==> config.mk <==
export PLATFORM = sky130hd
export DESIGN_NAME = game_tick_scheduler
export DESIGN_NICKNAME = d
export VERILOG_FILES = /design/src/rtl/game_tick_scheduler.sv
export SDC_FILE = /design/constraint.sdc
export NUM_CORES = 1
export LEC_CHECK = 0
export CAP_MARGIN = 10
export CORE_ASPECT_RATIO = 0.7
export CORE_MARGIN = 2
export CORE_UTILIZATION = 30
export DETAILED_ROUTE_END_ITERATION = 10
export DONT_BUFFER_PORTS = 1
export PLACE_DENSITY = 0.47
export REMOVE_ABC_BUFFERS = 1
export SYNTH_ARGS = -nofsm -noshare
export SYNTH_HDL_FRONTEND = slang
export SYNTH_SLANG_ARGS = --single-unit
export TNS_END_PERCENT = 20
==> constraint.sdc <==
create_clock -name clk -period 3.7 [get_ports clk]
set_clock_uncertainty 0.05 [all_clocks]
set_input_delay 0.74 -clock clk [delete_from_list [all_inputs] [get_ports clk]]
set_output_delay 0.74 -clock clk [all_outputs]
set_load 0.05 [all_outputs]
==> src/rtl/game_tick_scheduler.sv <==
// game_tick_scheduler
//   Sequences the game time base: runs the game-phase FSM, gates the time
//   base enable, divides the time-base pulse into ball and brick step
//   strobes, and shortens the brick-fall period as the level rises.
//
// Ports
//   clk        in   system clock
//   reset      in   synchronous, active-high reset
//   start      in   single-cycle command: IDLE->RUN, OVER->IDLE
//   pause_req  in   single-cycle toggle: RUN<->PAUSE
//   game_over  in   single-cycle loss indication from game logic
//   pulse      in   single-cycle tick from the time base
//   tb_enable  out  time base enable, high exactly while state==RUN
//   ball_step  out  single-cycle ball move strobe
//   brick_step out  single-cycle brick fall strobe
//   level      out  current difficulty level (saturates at 15)
//   state      out  0=IDLE 1=RUN 2=PAUSE 3=OVER (also the FSM debug view)
//
// Strobe semantics: every input command and pulse is a one-cycle strobe
// sampled on the rising edge; there is no back-pressure. ball_step and
// brick_step rise on the edge that consumes the completing pulse and are
// cleared on the following edge, so they are high for exactly one cycle.
module game_tick_scheduler #(
    parameter int BALL_DIV       = 2,
    parameter int BRICK_DIV_INIT = 8,
    parameter int BRICK_DIV_MIN  = 4,
    parameter int BRICK_DIV_STEP = 2,
    parameter int LEVEL_UP_DROPS = 4
) (
    input  logic       clk,
    input  logic       reset,
    input  logic       start,
    input  logic       pause_req,
    input  logic       game_over,
    input  logic       pulse,
    output logic       tb_enable,
    output logic       ball_step,
    output logic       brick_step,
    output logic [3:0] level,
    output logic [1:0] state
);

    typedef enum logic [1:0] {
        IDLE  = 2'd0,
        RUN   = 2'd1,
        PAUSE = 2'd2,
        OVER  = 2'd3
    } state_t;

    localparam logic [15:0] BALL_LAST  = 16'(BALL_DIV - 1);
    localparam logic [15:0] DROP_LAST  = 16'(LEVEL_UP_DROPS - 1);
    localparam logic [7:0]  DIV_INIT   = 8'(BRICK_DIV_INIT);
    localparam logic [7:0]  DIV_MIN    = 8'(BRICK_DIV_MIN);
    localparam logic [7:0]  DIV_STEP   = 8'(BRICK_DIV_STEP);
    // Below this threshold the decrement would undershoot the floor (or wrap).
    localparam logic [8:0]  DIV_THRESH = 9'(BRICK_DIV_MIN + BRICK_DIV_STEP);

    state_t      st;
    logic [15:0] ball_cnt;
    logic [7:0]  brick_cnt;
    logic [15:0] drop_cnt;
    logic [7:0]  brick_div;

    assign state = st;

    always_ff @(posedge clk) begin
        if (reset) begin
            st         <= IDLE;
            tb_enable  <= 1'b0;
            ball_step  <= 1'b0;
            brick_step <= 1'b0;
            level      <= 4'd0;
            ball_cnt   <= '0;
            brick_cnt  <= '0;
            drop_cnt   <= '0;
            brick_div  <= DIV_INIT;
        end else begin
            ball_step  <= 1'b0;
            brick_step <= 1'b0;
            case (st)
                IDLE: begin
                    if (start) begin
                        st        <= RUN;
                        tb_enable <= 1'b1;
                    end
                end
                RUN: begin
                    // game_over discards a coincident pulse entirely; a
                    // coincident pause_req still lets the pulse count.
                    if (game_over) begin
                        st        <= OVER;
                        tb_enable <= 1'b0;
                    end else begin
                        if (pause_req) begin
                            st        <= PAUSE;
                            tb_enable <= 1'b0;
                        end
                        if (pulse) begin
                            if (ball_cnt == BALL_LAST) begin
                                ball_cnt  <= '0;
                                ball_step <= 1'b1;
                            end else begin
                                ball_cnt <= ball_cnt + 16'd1;
                            end
                            if (brick_cnt == brick_div - 8'd1) begin
                                brick_cnt  <= '0;
                                brick_step <= 1'b1;
                                // Level-up rides on the brick wrap; the new
                                // period takes effect from the next period.
                                if (drop_cnt == DROP_LAST) begin
                                    drop_cnt <= '0;
                                    if (level != 4'hF)
                                        level <= level + 4'd1;
                                    if ({1'b0, brick_div} < DIV_THRESH)
                                        brick_div <= DIV_MIN;
                                    else
                                        brick_div <= brick_div - DIV_STEP;
                                end else begin
                                    drop_cnt <= drop_cnt + 16'd1;
                                end
                            end else begin
                                brick_cnt <= brick_cnt + 8'd1;
                            end
                        end
                    end
                end
                PAUSE: begin
                    if (game_over) begin
                        st <= OVER;
                    end else if (pause_req) begin
                        st        <= RUN;
                        tb_enable <= 1'b1;
                    end
                end
                OVER: begin
                    // Counters and level stay frozen for display until start.
                    if (start) begin
                        st        <= IDLE;
                        level     <= 4'd0;
                        ball_cnt  <= '0;
                        brick_cnt <= '0;
                        drop_cnt  <= '0;
                        brick_div <= DIV_INIT;
                    end
                end
                default: begin
                    st        <= IDLE;
                    tb_enable <= 1'b0;
                end
            endcase
        end
    end

endmodule

==> results.cfg <==
[worst_setup_path]
cp_slowest_cell = a222oi_1
crit_top_cell = xnor2_1
end_kind = flop
max_stage_delay_ps = 600
worstPathRequired_ps = 3820
worst_setup_path_start_kind = flop
critPathArrivalTime_ps = 3440
crit_type = flop to flop
worstPathMaxFanout = 8
crit_chain = inv_1 -> ha_1 -> nor3b_1 -> xnor2_1 -> a222oi_1 -> a31oi_1 -> buf_4 -> nor4_2 -> xnor2_1 -> nor2_1

[synth]
synth_area_um2 = 3010
synth_ff_type = dfxtp_1
seq_area_frac_synth_pct = 37.2
ys_ff_latch = 56
synthArstFlopShare_pct = 0
synth_warnings = 0
postSynthAreaPerCell_um2 = 8.17
synth_cell_types = 55
synth-edff-count = 0
postSynthCellCount = 369

[clock_tree]
clk_latency_ps = 300
ctsHoldBuffers = 0
clk_pin_slew_ps = 80
clockBufferDepth = 2
htreeDepth = 2
postCtsSetupRepairBufs = 0
cts-root-buf = clkbuf_16
cts_inserted_buffers = 5
cts_tree = built
clock-sinks = 56
cts_resized = 0

[timing]
maxSlewViolCount = 0
fin_crit_sh_pct = 89.7
max_clock_freq_mhz = 301
worstMarginPinSlew_ps = 871
rsz0062_at_grt = false
tns_ps = 0
period_minus_slack_ps = 3320
slew-limit-headroom_pct = 41.6
finalHoldViolations = 0
setup_viol = 0

[place]
dpl-instance-area_um2 = 3130
io_buffers = 0
routabilityCongestion = 0.820
hpwl_um = 5320
dp.cells = 485

[cells_and_area]
final_cells = 493
layout_common_cells = dfxtp_1, nor2_1, nand2_1, a21oi_1, nand3_1
n_antenna_cell = 0
postLayoutCellArea_um2 = 3280
syn2layout_area_growth_pct = 8.80
final_nets = 376
drive_above_1_share_pct = 8.49
layout_commonest_cell = dfxtp_1

[global_route]
grt_use_met3_pct = 3.39
track_usage_pct = 14.6
first_global_vias = 2438
grt_pass1_wl_um = 12400
grt.met1_usage_pct = 23.7
grt_antenna_before_repair = 0
top_usage_layer = met1
grt_start_max_net_pins = 26
grt.overflow.total = 0
use_met2_pct = 18.1

[die]
floorplan.initialDensity_pct = 31.0
die_area_um2 = 10900
core-area_um2 = 9720
die_h_um = 87.8
io_pins = 15
die_w_um = 124
rows = 30

[routing]
drc_errors = 0
drt_iter0_drc = 156
via_per_inst = 5.27
wirelength_um = 7290
dr.pass1.iters = 4
post_drt_wl_per_cell_um = 14.8
vias = 2599
ant_nets = 0

[status]
status = finished clean

[power]
ir_drop_v = 0.000191
power.total_w = 0.00120
leakage_nw = 1.07
powerDensity_nw_per_um2 = 367

[flow_run]
cap_viol_max_count = 0

[min_path]
hold_path.class = flop to flop
[power by group]
| group | total (W) | internal [W] | switching (W) |
|---|---|---|---|
| Combinational | 0.0000750 | 0.0000244 | 0.0000506 |
| Sequential | 0.000629 | 0.000609 | 0.0000198 |
| Clock | 0.000500 | 0.000257 | 0.000244 |
[cell families after synthesis]
| kind of cell | Yosys count | synth area share (%) |
|---|---|---|
| AO/OA/AOI/OAI | 65 | 13.5 |
| multiplexers | 5 | 1.83 |
| buffers and inverters | 28 | 3.99 |
| adder cells (fa/ha/maj) | 6 | 2.49 |
| AND/OR/NAND/NOR | 178 | 32.0 |
| flip-flops | 56 | 37.2 |
| XOR/XNOR | 31 | 9.01 |
[layout make-up]
cell class / count / area (um2)
inverters: 12 / 45.0
repair buffers: 4 / 30.0
clock inverters: 3 / 25.0
well taps: 128 / 160
fillers: 1016 / 6440
clock buffers: 5 / 125
multi-input cells: 285 / 1770
flip-flops and latches: 56 / 1120
[final timing paths]
kind,startpoint,endpoint,slack (ps),depth (start not counted)
max,brick_div[1],drop_cnt[13],380,10
min,drop_cnt[1],drop_cnt[1],420,2
max reg2reg,brick_div[1],drop_cnt[13],380,10
min reg2reg,drop_cnt[1],drop_cnt[1],420,2
[cell usage after synthesis, drive strengths merged, types with 12 or more instances]
library cell	n	area, um2
a21oi	21	105
dfxtp	56	1120
inv	12	45.0
nand2	30	113
nand3	19	95.1
nand4	13	81.3
nor2	47	176
nor3	12	65.1
nor4	16	131
o21ai	18	93.8
xnor2	17	149
xor2	14	123
[through the flow]
stage	hold slack (ps)	util, %	setup slack (ps)
3_5_place_dp	409	32.2	434
4_1_cts	420	33.7	422
6_report	421	33.7	380
5_1_grt	440	33.7	51.5
2_1_floorplan	388	-	503
3_3_place_gp	407	32.2	544
[routing by layer]
metal | vias to the layer above | part of all wire, %
met2 | 78 | 35
li1 | 1328 | -
met5 | - | 0
met3 | 6 | 6.4
met1 | 1187 | 58
met4 | 0 | 0.99
[critical path, delay by kind of cell (launching register included)]
family                     cells  cell delay [ps]
buffers and inverters          2              380
adders and majority gates      1              350
and+or+nand+nor                3              810
xor gates and xnor gates       2              270
DFF                            1              360
AOI/OAI and AO/OA              2              980
[flip-flops by register name (all words and copies together), names as in the netlist]
register	cells
ball_cnt	16
drop_cnt	16
brick_cnt	8
brick_div	7
level	4
state	2
ball_step	1
brick_step	1
tb_enable	1
(Power assumes the default switching activity.)
